$ cat src/rtl/image_blitter.sv
// Raster-order image/sprite blitter for the VGA plot path: walks an external image ROM
// and emits clipped, colour-keyed (x, y, colour, plot) with a start/busy/done handshake.
module image_blitter #(
  parameter int IMG_W    = 160,
  parameter int IMG_H    = 120,
  parameter int SCREEN_W = 160,
  parameter int SCREEN_H = 120,
  parameter int X_W      = 8,
  parameter int Y_W      = 7,
  parameter int ADDR_W   = 15,
  parameter int COL_W    = 3,
  parameter int SEL_W    = 2,
  parameter int ROM_LAT  = 1
) (
  input  logic              clock,
  input  logic              reset,
  input  logic              start,
  input  logic [SEL_W-1:0]  img_sel,
  input  logic [X_W-1:0]    x_origin,
  input  logic [Y_W-1:0]    y_origin,
  input  logic              key_en,
  input  logic [COL_W-1:0]  key_col,
  output logic [SEL_W-1:0]  rom_sel,
  output logic [ADDR_W-1:0] rom_addr,
  input  logic [COL_W-1:0]  rom_data,
  output logic [X_W-1:0]    out_x,
  output logic [Y_W-1:0]    out_y,
  output logic [COL_W-1:0]  out_col,
  output logic              plot,
  output logic              busy,
  output logic              done
);

  typedef enum logic [1:0] {IDLE, RUN, FLUSH, DONE} state_t;

  state_t             state, state_nx;
  logic [X_W-1:0]     lx;
  logic [Y_W-1:0]     ly;
  logic [1:0]         flush_cnt;
  logic [X_W-1:0]     x_org;
  logic [Y_W-1:0]     y_org;
  logic               key_on;
  logic [COL_W-1:0]   key_c;
  logic               accept;
  logic               last_addr;
  logic               issue_v;

  logic [X_W-1:0]     al_x;
  logic [Y_W-1:0]     al_y;
  logic               al_v;
  logic [X_W:0]       sx;
  logic [Y_W:0]       sy;
  logic               visible;

  always_comb begin
    accept    = (state == IDLE) && start;
    last_addr = (rom_addr == ADDR_W'(IMG_W*IMG_H-1));
    issue_v   = (state == RUN);
    busy      = (state == RUN) || (state == FLUSH);
    done      = (state == DONE);
  end

  always_comb begin
    state_nx = state;
    unique case (state)
      IDLE:    if (start) state_nx = RUN;
      RUN:     if (last_addr) state_nx = FLUSH;
      FLUSH:   if (flush_cnt == 2'(ROM_LAT)) state_nx = DONE;
      DONE:    state_nx = IDLE;
      default: state_nx = IDLE;
    endcase
  end

  always_ff @(posedge clock) begin
    if (reset) state <= IDLE;
    else       state <= state_nx;
  end

  // Address issue side: rom_addr is an incrementing counter kept in step with lx/ly
  always_ff @(posedge clock) begin
    if (reset) begin
      rom_addr  <= '0;
      lx        <= '0;
      ly        <= '0;
      rom_sel   <= '0;
      x_org     <= '0;
      y_org     <= '0;
      key_on    <= 1'b0;
      key_c     <= '0;
      flush_cnt <= '0;
    end else begin
      flush_cnt <= (state == FLUSH) ? flush_cnt + 2'd1 : '0;
      if (accept) begin
        rom_sel  <= img_sel;
        x_org    <= x_origin;
        y_org    <= y_origin;
        key_on   <= key_en;
        key_c    <= key_col;
        rom_addr <= '0;
        lx       <= '0;
        ly       <= '0;
      end else if (state == RUN && !last_addr) begin
        rom_addr <= rom_addr + ADDR_W'(1);
        if (lx == X_W'(IMG_W-1)) begin
          lx <= '0;
          ly <= ly + Y_W'(1);
        end else begin
          lx <= lx + X_W'(1);
        end
      end
    end
  end

  // Delay coordinates and valid by the ROM latency so they line up with rom_data
  generate
    if (ROM_LAT == 0) begin : g_nolat
      always_comb begin
        al_x = lx;
        al_y = ly;
        al_v = issue_v;
      end
    end else begin : g_lat
      logic [X_W-1:0]     dx [ROM_LAT];
      logic [Y_W-1:0]     dy [ROM_LAT];
      logic [ROM_LAT-1:0] dv;

      always_ff @(posedge clock) begin
        if (reset) begin
          dv <= '0;
          for (int unsigned i = 0; i < ROM_LAT; i++) begin
            dx[i] <= '0;
            dy[i] <= '0;
          end
        end else begin
          dv[0] <= issue_v;
          dx[0] <= lx;
          dy[0] <= ly;
          for (int unsigned i = 1; i < ROM_LAT; i++) begin
            dv[i] <= dv[i-1];
            dx[i] <= dx[i-1];
            dy[i] <= dy[i-1];
          end
        end
      end

      always_comb begin
        al_x = dx[ROM_LAT-1];
        al_y = dy[ROM_LAT-1];
        al_v = dv[ROM_LAT-1];
      end
    end
  endgenerate

  always_comb begin
    sx      = {1'b0, x_org} + {1'b0, al_x};
    sy      = {1'b0, y_org} + {1'b0, al_y};
    visible = al_v
            && (sx < (X_W+1)'(SCREEN_W))
            && (sy < (Y_W+1)'(SCREEN_H))
            && !(key_on && (rom_data == key_c));
  end

  // Coordinates and colour follow every valid pixel; plot alone carries clip/key result
  always_ff @(posedge clock) begin
    if (reset) begin
      out_x   <= '0;
      out_y   <= '0;
      out_col <= '0;
      plot    <= 1'b0;
    end else begin
      plot <= visible;
      if (al_v) begin
        out_x   <= sx[X_W-1:0];
        out_y   <= sy[Y_W-1:0];
        out_col <= rom_data;
      end
    end
  end

endmodule

$ cat config.mk
export PLATFORM = sky130hd
export DESIGN_NAME = image_blitter
export DESIGN_NICKNAME = d
export VERILOG_FILES = /design/src/rtl/image_blitter.sv
export SDC_FILE = /design/constraint.sdc
export NUM_CORES = 1
export LEC_CHECK = 0
export CAP_MARGIN = 10
export CORE_ASPECT_RATIO = 0.75
export CORE_MARGIN = 4
export CORE_UTILIZATION = 36
export DETAILED_ROUTE_END_ITERATION = 16
export GPL_ROUTABILITY_DRIVEN = 0
export PLACE_DENSITY = 0.59
export SETUP_SLACK_MARGIN = 0.02
export SLEW_MARGIN = 20
export SYNTH_ARGS = -nofsm -noshare
export SYNTH_HDL_FRONTEND = slang
export SYNTH_SLANG_ARGS = --single-unit
$ cat constraint.sdc
create_clock -name clock -period 2.4 [get_ports clock]
set_clock_uncertainty 0.2 [all_clocks]
set_input_delay 0.48 -clock clock [delete_from_list [all_inputs] [get_ports clock]]
set_output_delay 0.48 -clock clock [all_outputs]
set_load 0.03 [all_outputs]
==> impl_metrics.csv, run 1 <==
group,metric,value,unit
worst_setup_path,worstReg2RegStart,"rom_addr[10]$_SDFFE_PP0P_",
min_path,whs_path_depth,1,
timing,post-route-period-util,93.7,%
placement,post-dp-hpwl,6400,microns
synthesis,synth.net_count,505,
worst_setup_path,start_kind,"flip-flop",
clock_network,worst_skew_pair.late_latency,0.34,ns
worst_setup_path,critPathMaxStageDelay,0.68,ns
grt,grt_overflow_total,0,
routing,met3WireLength,440,microns
timing,slew_headroom,74.3,%
final_layout,final_net_count,583,
worst_setup_path,slowest_stage,"clkdlybuf4s50_1",
clock_network,cts_tree,"built",
grt,grt_start_max_net_pins,32,
timing,timing.final.max_slew_violations,0,
synthesis,synth_cells,452,
die,dieArea,13000,sq um
clock_network,clock-sinks,90,
worst_setup_path,r2r_end,"state[0]$_SDFFE_PP0P_",
grt,track_usage,14.0,%
final_layout,drive_gt1_share,8.22,%
placement,io_buffers,64,
worst_setup_path,path_buf_inv,1,
final_layout,fin_util,47.6,%
clock_network,cts_hold_buf,0,
final_layout,area_growth,29.3,%
run,cap_violations,0,
die,fp-row-count,33,
clock_network,clkSlewWorstSetupHoldPaths,0.06,ns
clock_network,cts_max_path_buffers,2,
worst_setup_path,critPathTopFamily,"buffers and inverters",
timing,rsz0062_at_grt,"no",
timing,fmax,0.445,GHz
routing,dr.max_layer_used,"met4",
worst_setup_path,cp_cell_sequence,"ha_1 -> clkdlybuf4s50_1",
worst_setup_path,worstSetupEndpointType,"output pin",
timing,fin_setup_tns,0,ns
worst_setup_path,critical_path_class,"reg -> out",
final_layout,diodes,0,
timing,finalSetupViolCount,0,
worst_setup_path,cp.arrival,1.57,ns
min_path,holdCritStartpoint,"flush_cnt[0]$_SDFF_PP0_",
routing,first_pass_iters,4,
synthesis,synth-main-ff-cell,"dfxtp_1",
routing,drt-total-wl,8660,microns
final_layout,stdcell_count,675,
die,io_pins,65,
pwr,ir_drop,332,uV
routing,dr.first_iter.drc_count,107,
worst_setup_path,reg2reg_setup_slack,0.18,ns
grt,grt_pass1_wl,14700,microns
min_path,whs_endpoint,"flush_cnt[0]$_SDFF_PP0_",
routing,wl_met1,4340,microns
synthesis,yosysSeqAreaShare,44.7,%
synthesis,synth_seq_cells,90,
clock_network,cts_htree_levels,3,
run_status,status,"complete, no violations",
routing,via_per_inst,4.78,
timing,period_needed,2.25,ns
grt,antenna_found_initial,0,
placement,placed_cells,654,
pwr,powerDensity,798,nW/um^2
worst_setup_path,worstPathRequired,1.72,ns
routing,vias,3224,
synthesis,async_flop_share,0,%
routing,drc,0,
synthesis,ys_warn_count,0,
synthesis,yosysUniqueCellTypes,41,
worst_setup_path,worstPathMaxFanout,4,
die,die_w,130,microns
routing,post_drt_wl_per_cell,12.8,microns
synthesis,synth-edff-count,0,
die,core,10900,sq um
routing,routed-wl-met2,3770,microns
pwr,p_leak,0.00198,uW
die,initial_core_util,36.8,%
timing,hold_viol_final,0,
clock_network,cts_buffers,9,
die,die_h,99.6,microns
min_path,hp-class,"reg -> reg",
clock_network,clockRootBuffer,"clkbuf_16",
synthesis,synth.avg_cell_area,8.91,sq um
timing,worst_pin_slew,0.384,ns
routing,detail-route-antenna-nets,0,
worst_setup_path,rr_worst_depth,5,
synthesis,synth_area,4030,sq um
grt,grt_pass1_vias,3178,
## registers in the layout, summed over array words and instances, names as in the netlist
signal     cells
rom_addr      15
g_lat.dx       8
lx             8
out_x          8
x_org          8
g_lat.dy       7
ly             7
out_y          7
y_org          7
key_c          3
out_col        3
flush_cnt      2
rom_sel        2
state          2
al_v           1
key_on         1
plot           1
## how the worst max path moves through the flow
| stage | start | depth (start not counted) | slack (ns) | to |
|---|---|---|---|---|
| after global routing | x_org[0]$_SDFFE_PP0P_ | 9 | 0.03 | plot$_SDFF_PP0_ |
| after CTS | lx[0]$_SDFFE_PP0P_ | 7 | 0.09 | ly[5]$_SDFFE_PP0P_ |
| after global placement | lx[0]$_SDFFE_PP0P_ | 7 | 0.11 | ly[5]$_SDFFE_PP0P_ |
| final | state[1]$_SDFFE_PP0P_ | 2 | 0.15 | done |
| after floorplan | rom_addr[9]$_SDFFE_PP0P_ | 6 | 0.14 | rom_addr[3]$_SDFFE_PP0P_ |
| after detailed placement | lx[0]$_SDFFE_PP0P_ | 7 | 0.10 | ly[5]$_SDFFE_PP0P_ |
## synth_stat cells, drive strengths merged, types with 3 or more instances
master / number / area, sq um
a211oi: 5 / 37.5
nand2: 59 / 221
xnor2: 19 / 166
a21o: 4 / 30.0
and3: 4 / 25.0
and2: 3 / 18.8
inv: 17 / 63.8
mux2i: 18 / 180
a21oi: 36 / 184
nor3: 13 / 76.3
xor2: 15 / 131
nand2b: 4 / 25.0
ha: 24 / 300
nand4: 9 / 56.3
nor2b: 16 / 100
o21ai: 10 / 53.8
buf: 4 / 16.3
nand3: 13 / 65.1
nor2: 56 / 210
dfxtp: 90 / 1800
clkbuf: 12 / 45.0
## through the flow
step / worst slack (ns) / cell area, sq um / hold WS [ns] / power (uW)
5_1_grt: 0.0320 / 5210 / 0.245 / 4400
3_3_place_gp: 0.105 / 4880 / 0.207 / 2840
3_5_place_dp: 0.104 / 4880 / 0.222 / 2870
6_report: 0.151 / 5210 / 0.224 / 4160
4_1_cts: 0.0873 / 5170 / 0.231 / 4200
2_1_floorplan: 0.136 / 4030 / 0.198 / 2490
## logic make-up (layout without fill, tap and decap cells)
logic type                 Yosys count  in the layout  synth area share (%)
DFF                                 90             90                  44.7
buffers and inverters               33            116                  3.11
adders and majority gates           26             26                  8.45
muxes                               18             18                  4.47
and+or+nand+nor                    185            185                  21.6
xor gates and xnor gates            34             34                  7.39
AOI/OAI and AO/OA                   66             66                  10.3
## power breakdown
group	leakage, uW	internal (uW)	switching (uW)
combinational	0.00111	467	652
clock	0.000139	739	587
sequential	0.000729	1630	85.0
total	0.00198	2830	1320
## cell usage in the layout (no fill, tap or decap), types with 3 or more instances in the layout
master	instances
dfxtp_1	90
clkdlybuf4s50_1	62
nand2_1	59
nor2_1	56
a21oi_1	34
ha_1	24
xnor2_1	19
buf_4	19
mux2i_1	18
inv_1	17
nor2b_1	16
xor2_1	15
nand3_1	13
nor3_1	12
nand4_1	9
o21ai_0	9
clkbuf_16	9
a211oi_1	5
nand2b_1	4
a21o_1	4
and3_1	4
and2_1	3
## final cells by class
cell class,instances,area (sq um)
clock buffers,10,239
well taps,140,175
multi-input cells,329,2100
flip-flops and latches,90,1800
inverters,17,63.8
fillers,1048,5730
clock inverters,6,47.5
repair buffers,83,777
## layer usage
metal / up-vias / track usage, %
met3: 13 / 3.97
met2: 69 / 22.7
li1: 1678 / -
met5: - / 0
met1: 1464 / 18.2
met4: 0 / 4.07
## repair_timing
action,4_1_cts,5_1_grt
gates resized for setup,1,1
setup buffers,0,5
setup endpoints to repair,1,7
pin swaps,0,1
Note: power is estimated with default switching activity, not from simulation.
==> run 2, diff against run 1 <==
--- a/config.mk
+++ b/config.mk
@@ -11,7 +11,7 @@
 export CORE_UTILIZATION = 36
 export DETAILED_ROUTE_END_ITERATION = 16
 export GPL_ROUTABILITY_DRIVEN = 0
-export PLACE_DENSITY = 0.59
+export PLACE_DENSITY = 0.62
 export SETUP_SLACK_MARGIN = 0.02
 export SLEW_MARGIN = 20
 export SYNTH_ARGS = -nofsm -noshare
==> constraint.sdc (replaced) <==
create_clock -name clock -period 1.8 [get_ports clock]
set_clock_uncertainty 0.2 [all_clocks]
set_input_delay 0.36 -clock clock [delete_from_list [all_inputs] [get_ports clock]]
set_output_delay 0.36 -clock clock [all_outputs]
set_load 0.03 [all_outputs]
==> impl_metrics.csv, run 2 (same netlist as run 1, synthesis figures left out) <==
group,metric,value,unit
timing,fin_setup_tns,-5.21,ns
final_layout,largest_reg_flops,15,
routing,dr.first_iter.drc_count,119,
final_layout,fin_util,56.8,%
routing,drt-total-wl,9880,microns
grt,track_usage,16.0,%
grt,grt_pass1_wl,16700,microns
run_status,violations,"setup timing",
worst_setup_path,critical_path_class,"reg -> reg",
timing,finalSetupViolCount,38,
clock_network,cts_htree_levels,3,
routing,detail-route-antenna-nets,0,
clock_network,cts_max_path_buffers,2,
pwr,p_leak,0.00253,uW
worst_setup_path,start_kind,"flip-flop",
placement,place_area,5450,sq um
timing,post-route-period-util,114,%
placement,io_buffers,64,
routing,post_drt_wl_per_cell,13.4,microns
clock_network,cts_tree,"built",
worst_setup_path,r2r_end,"plot$_SDFF_PP0_",
die,fp-row-count,33,
timing,timing.final.max_slew_violations,0,
pwr,ir_drop,502,uV
die,initial_core_util,36.8,%
clock_network,clock-sinks,90,
final_layout,nFillCells,956,
routing,drc,0,
final_layout,stdcell_count,735,
final_layout,layout_commonest_cell,"buf_4",
clock_network,worst_skew_pair.late_latency,0.34,ns
worst_setup_path,worstPathMaxFanout,3,
routing,vias,3523,
worst_setup_path,cp.arrival,2.08,ns
clock_network,clockRootBuffer,"clkbuf_16",
final_layout,final_cell_mix,"buf_4 (64), dfxtp_1 (60), nor2_1 (55)",
final_layout,area_growth,54.3,%
routing,routed-wl-met2,4680,microns
worst_setup_path,worstPathRequired,1.83,ns
min_path,whs_path_depth,1,
timing,fmax,0.488,GHz
final_layout,final_area,6220,sq um
run,cap_violations,0,
grt,grt_overflow_total,0,
routing,first_pass_iters,4,
die,die_h,99.6,microns
die,io_pins,65,
run_status,status,"complete, but fails checks",
clock_network,clkSlewWorstSetupHoldPaths,0.06,ns
placement,placed_cells,703,
placement,post-dp-hpwl,6830,microns
die,dieArea,13000,sq um
grt,grt_start_max_net_pins,36,
grt,grt_pass1_vias,3630,
worst_setup_path,worstSetupEndpointType,"flip-flop",
min_path,hp-class,"reg -> reg",
final_layout,final_net_count,643,
final_layout,diodes,0,
routing,wl_met1,4660,microns
clock_network,cts_buffers,9,
worst_setup_path,worstReg2RegStart,"x_org[0]$_SDFFE_PP0P_",
final_layout,drive_gt1_share,33.8,%
timing,slew_headroom,73.5,%
timing,worst_pin_slew,0.393,ns
die,core,10900,sq um
worst_setup_path,rr_worst_depth,9,
pwr,powerDensity,995,nW/um^2
final_layout,regMostFlops,"rom_addr",
worst_setup_path,endpoint,"plot$_SDFF_PP0_",
routing,dr.max_layer_used,"met4",
timing,rsz0062_at_grt,"yes",
timing,period_needed,2.05,ns
grt,antenna_found_initial,0,
routing,met3WireLength,447,microns
timing,hold_viol_final,0,
worst_setup_path,startpoint,"x_org[0]$_SDFFE_PP0P_",
routing,via_per_inst,4.79,
die,die_w,130,microns
worst_setup_path,reg2reg_setup_slack,-0.25,ns
timing,worst_slack,-0.248,ns
==> run 2: worst min path at each step <==
stage / slack [ns] / end / start
4_1_cts: 0.23 / flush_cnt[0]$_SDFF_PP0_ / flush_cnt[0]$_SDFF_PP0_
2_1_floorplan: 0.20 / flush_cnt[0]$_SDFF_PP0_ / flush_cnt[0]$_SDFF_PP0_
6_report: 0.22 / flush_cnt[0]$_SDFF_PP0_ / flush_cnt[0]$_SDFF_PP0_
3_3_place_gp: 0.21 / flush_cnt[0]$_SDFF_PP0_ / flush_cnt[0]$_SDFF_PP0_
3_5_place_dp: 0.22 / flush_cnt[0]$_SDFF_PP0_ / flush_cnt[0]$_SDFF_PP0_
5_1_grt: 0.26 / flush_cnt[0]$_SDFF_PP0_ / flush_cnt[0]$_SDFF_PP0_
==> run 2: critical path, cell delays in order, from the launching register on <==
cell and delay (ns):
dfxtp_2 0.33, ha_4 0.15, inv_2 0.05, fa_2 0.21
nor2b_2 0.05, o31a_1 0.27, o31a_1 0.31, a21oi_2 0.13
o21ai_1 0.07, and3_1 0.16
==> run 2: per-layer routing <==
metal	up-vias	GRT usage (%)
li1	1809	-
met1	1641	20.6
met2	63	26.3
met3	10	4.40
met4	0	4.87
met5	-	0
==> run 2: through the flow <==
step / worst slack (ns) / power [uW] / hold slack [ns]
floorplan: -0.203 / 3410 / 0.198
global placement: -0.239 / 4090 / 0.207
detailed placement: -0.283 / 4130 / 0.217
CTS: -0.259 / 6150 / 0.227
global route: -0.334 / 6540 / 0.260
finish: -0.248 / 6190 / 0.224
==> run 2: repair_timing <==
| item | 4_1_cts | 5_1_grt |
|---|---|---|
| setup endpoints to repair | 74 | 53 |
| hold buffers | 0 | 0 |
| pin swaps | 46 | 36 |
| setup buffers | 12 | 5 |
| gates resized for setup | 103 | 41 |
==> run 2: layout make-up <==
cell class | instances | area (sq um) | share of cell area [%]
clock buffers | 13 | 260 | 4.19
clock inverters | 3 | 22.5 | 0.362
inverters | 17 | 68.8 | 1.11
multi-input cells | 329 | 2580 | 41.5
flip-flops and latches | 90 | 1850 | 29.7
well taps | 140 | 175 | 2.82
repair buffers | 143 | 1260 | 20.4
==> run 2: power breakdown <==
group          switching [uW]  internal (uW)
registers                 131           2190
clock network             756           1020
logic                    1080           1020
total                    1970           4220
==> run 3, diff against run 2 <==
--- a/config.mk
+++ b/config.mk
@@ -8,10 +8,10 @@
 export CAP_MARGIN = 10
 export CORE_ASPECT_RATIO = 0.75
 export CORE_MARGIN = 4
-export CORE_UTILIZATION = 36
+export CORE_UTILIZATION = 35
 export DETAILED_ROUTE_END_ITERATION = 16
 export GPL_ROUTABILITY_DRIVEN = 0
-export PLACE_DENSITY = 0.62
+export PLACE_DENSITY = 0.6
 export SETUP_SLACK_MARGIN = 0.02
 export SLEW_MARGIN = 20
 export SYNTH_ARGS = -nofsm -noshare
==> impl_metrics.csv, run 3 (same netlist as run 1, synthesis figures left out) <==
group,metric,value,unit
grt,grt_use_met2,24.8,%
min_path,whs_path_depth,1,
run_status,status,"complete, but fails checks",
run_status,violations,"setup timing",
die,core,11100,sq um
grt,grt_pass1_wl,16600,microns
worst_setup_path,cp_cell_sequence,"ha_4 -> inv_2 -> fa_2 -> nor2b_2 -> o31a_1 -> o31a_1 -> a21oi_2 -> o21ai_1 -> and3_1",
routing,vias,3463,
timing,hold_viol_final,0,
final_layout,largest_reg_flops,15,
grt,antenna_found_initial,0,
final_layout,final_net_count,640,
die,dieArea,13300,sq um
clock_network,cts_max_path_buffers,2,
worst_setup_path,slowest_stage,"dfxtp_2",
routing,post_drt_wl_per_cell,13.3,microns
worst_setup_path,crit_path_frequent_cell,"o31a_1",
timing,post-route-period-util,117,%
clock_network,clock-sinks,90,
routing,first_pass_iters,4,
worst_setup_path,reg2reg_setup_slack,-0.30,ns
worst_setup_path,worstReg2RegStart,"x_org[0]$_SDFFE_PP0P_",
die,io_pins,65,
grt,grt_overflow_total,0,
routing,drc,0,
timing,timing.final.max_slew_violations,0,
worst_setup_path,critPathTopFamily,"compound AO/OA/AOI/OAI gates",
grt,grt_use_met1,19.5,%
timing,worst_slack,-0.303,ns
timing,whs,0.226,ns
final_layout,stdcell_count,732,
final_layout,final_cell_mix,"buf_4 (64), dfxtp_1 (62), nor2_1 (54)",
routing,drt-total-wl,9730,microns
timing,period_needed,2.10,ns
worst_setup_path,worstPathRequired,1.83,ns
grt,grt_pass1_vias,3492,
min_path,hp-class,"reg -> reg",
worst_setup_path,worstSetupEndpointType,"flip-flop",
placement,io_buffers,64,
final_layout,regArea,1840,sq um
timing,fmax,0.476,GHz
clock_network,cts_htree_levels,3,
timing,rsz0062_at_grt,"yes",
worst_setup_path,path_buf_inv,1,
routing,detail-route-antenna-nets,0,
timing,finalSetupViolCount,36,
grt,grt_start_max_net_pins,35,
worst_setup_path,critical_path_class,"reg -> reg",
final_layout,drive_gt1_share,32.9,%
final_layout,area_growth,52.2,%
clock_network,clkSlewWorstSetupHoldPaths,0.06,ns
clock_network,worst_skew_pair.late_latency,0.34,ns
die,fp-row-count,33,
final_layout,layout_commonest_cell,"buf_4",
grt,grtUsageMet3,5.34,%
timing,fin_setup_tns,-5.70,ns
final_layout,multi_input_area,2490,sq um
grt,track_usage,15.3,%
run,cap_violations,0,
placement,placed_cells,703,
clock_network,clockRootBuffer,"clkbuf_16",
placement,place_area,5450,sq um
worst_setup_path,critPathMaxStageDelay,0.33,ns
placement,post-dp-hpwl,6800,microns
worst_setup_path,rr_worst_depth,9,
timing,worst_pin_slew,0.438,ns
final_layout,fin_util,55.4,%
worst_setup_path,worstPathMaxFanout,3,
die,die_w,132,microns
pwr,ir_drop,511,uV
die,initial_core_util,36.4,%
worst_setup_path,r2r_end,"plot$_SDFF_PP0_",
worst_setup_path,start_kind,"flip-flop",
final_layout,final_area,6130,sq um
min_path,whs_endpoint,"flush_cnt[0]$_SDFF_PP0_",
final_layout,nFillCells,1003,
clock_network,cts_tree,"built",
timing,slew_headroom,70.8,%
clock_network,cts_buffers,9,
min_path,holdCritStartpoint,"flush_cnt[0]$_SDFF_PP0_",
pwr,powerDensity,1040,nW/um^2
worst_setup_path,cp.arrival,2.14,ns
final_layout,diodes,0,
final_layout,regMostFlops,"rom_addr",
routing,via_per_inst,4.73,
grt,top_usage_layer,"met2",
die,die_h,101,microns
routing,dr.first_iter.drc_count,116,
pwr,p_leak,0.00247,uW
-- run 3: cell types whose count changed in the layout (fill, tap and decap cells not counted), sizes merged --
cell / previous run / this run
buf: 82 / 79
bufinv: 0 / 1
clkbuf: 16 / 14
clkinvlp: 1 / 2
dlygate4sd2: 22 / 23
clkinv: 1 / 3
clkdlybuf4s15: 11 / 10
inv: 18 / 16
-- run 3: worst max-delay path by stage --
stage / start / end / slack, ns / depth (start not counted)
after floorplan: lx[1]$_SDFFE_PP0P_ / ly[5]$_SDFFE_PP0P_ / -0.20 / 7
final: x_org[0]$_SDFFE_PP0P_ / plot$_SDFF_PP0_ / -0.30 / 9
after global routing: g_lat.dx[0][0]$_SDFF_PP0_ / out_x[6]$_SDFFE_PP0P_ / -0.39 / 10
after global placement: x_org[0]$_SDFFE_PP0P_ / plot$_SDFF_PP0_ / -0.24 / 9
after detailed placement: x_org[0]$_SDFFE_PP0P_ / plot$_SDFF_PP0_ / -0.32 / 9
after CTS: x_org[0]$_SDFFE_PP0P_ / plot$_SDFF_PP0_ / -0.28 / 9
-- run 3: timing repair --
item | in CTS | in global routing
resized for setup | 90 | 37
buffers inserted | 11 | 6
hold buffers | 0 | 0
setup endpoints to repair | 74 | 51
pin swaps | 41 | 31
-- run 3: where the power goes --
part | internal (uW) | switching, uW | total (uW)
clock network | 1200 | 797 | 2000
registers | 2180 | 124 | 2310
logic | 987 | 1060 | 2050
total | 4370 | 1980 | 6350
-- run 3: per-layer routing --
metal  vias up  part of all wire [%]
met5         -                     0
li1       1794                     -
met2        67                    45
met3        11                   4.4
met1      1591                    50
met4         0                   1.1
-- run 3: final cells by class --
cell class,count,area share (%)
inverters,17,1.10
clock buffers,11,4.31
multi-input cells,329,40.6
well taps,140,2.86
clock inverters,5,0.980
repair buffers,140,20.1
flip-flops and latches,90,30.1
-- run 3: worst register-to-register path, cell delays in order (launching register included) --
cell,delay (ns)
dfxtp_2,0.33
ha_4,0.16
inv_2,0.05
fa_2,0.20
nor2b_2,0.05
o31a_1,0.30
o31a_1,0.32
a21oi_2,0.14
o21ai_1,0.07
and3_1,0.17
-- run 3: through the flow --
stage | setup WS, ns | total power (uW)
after global placement | -0.242 | 4090
after global routing | -0.391 | 6700
after floorplan | -0.203 | 3410
after CTS | -0.283 | 6310
after detailed placement | -0.324 | 4130
final | -0.303 | 6350
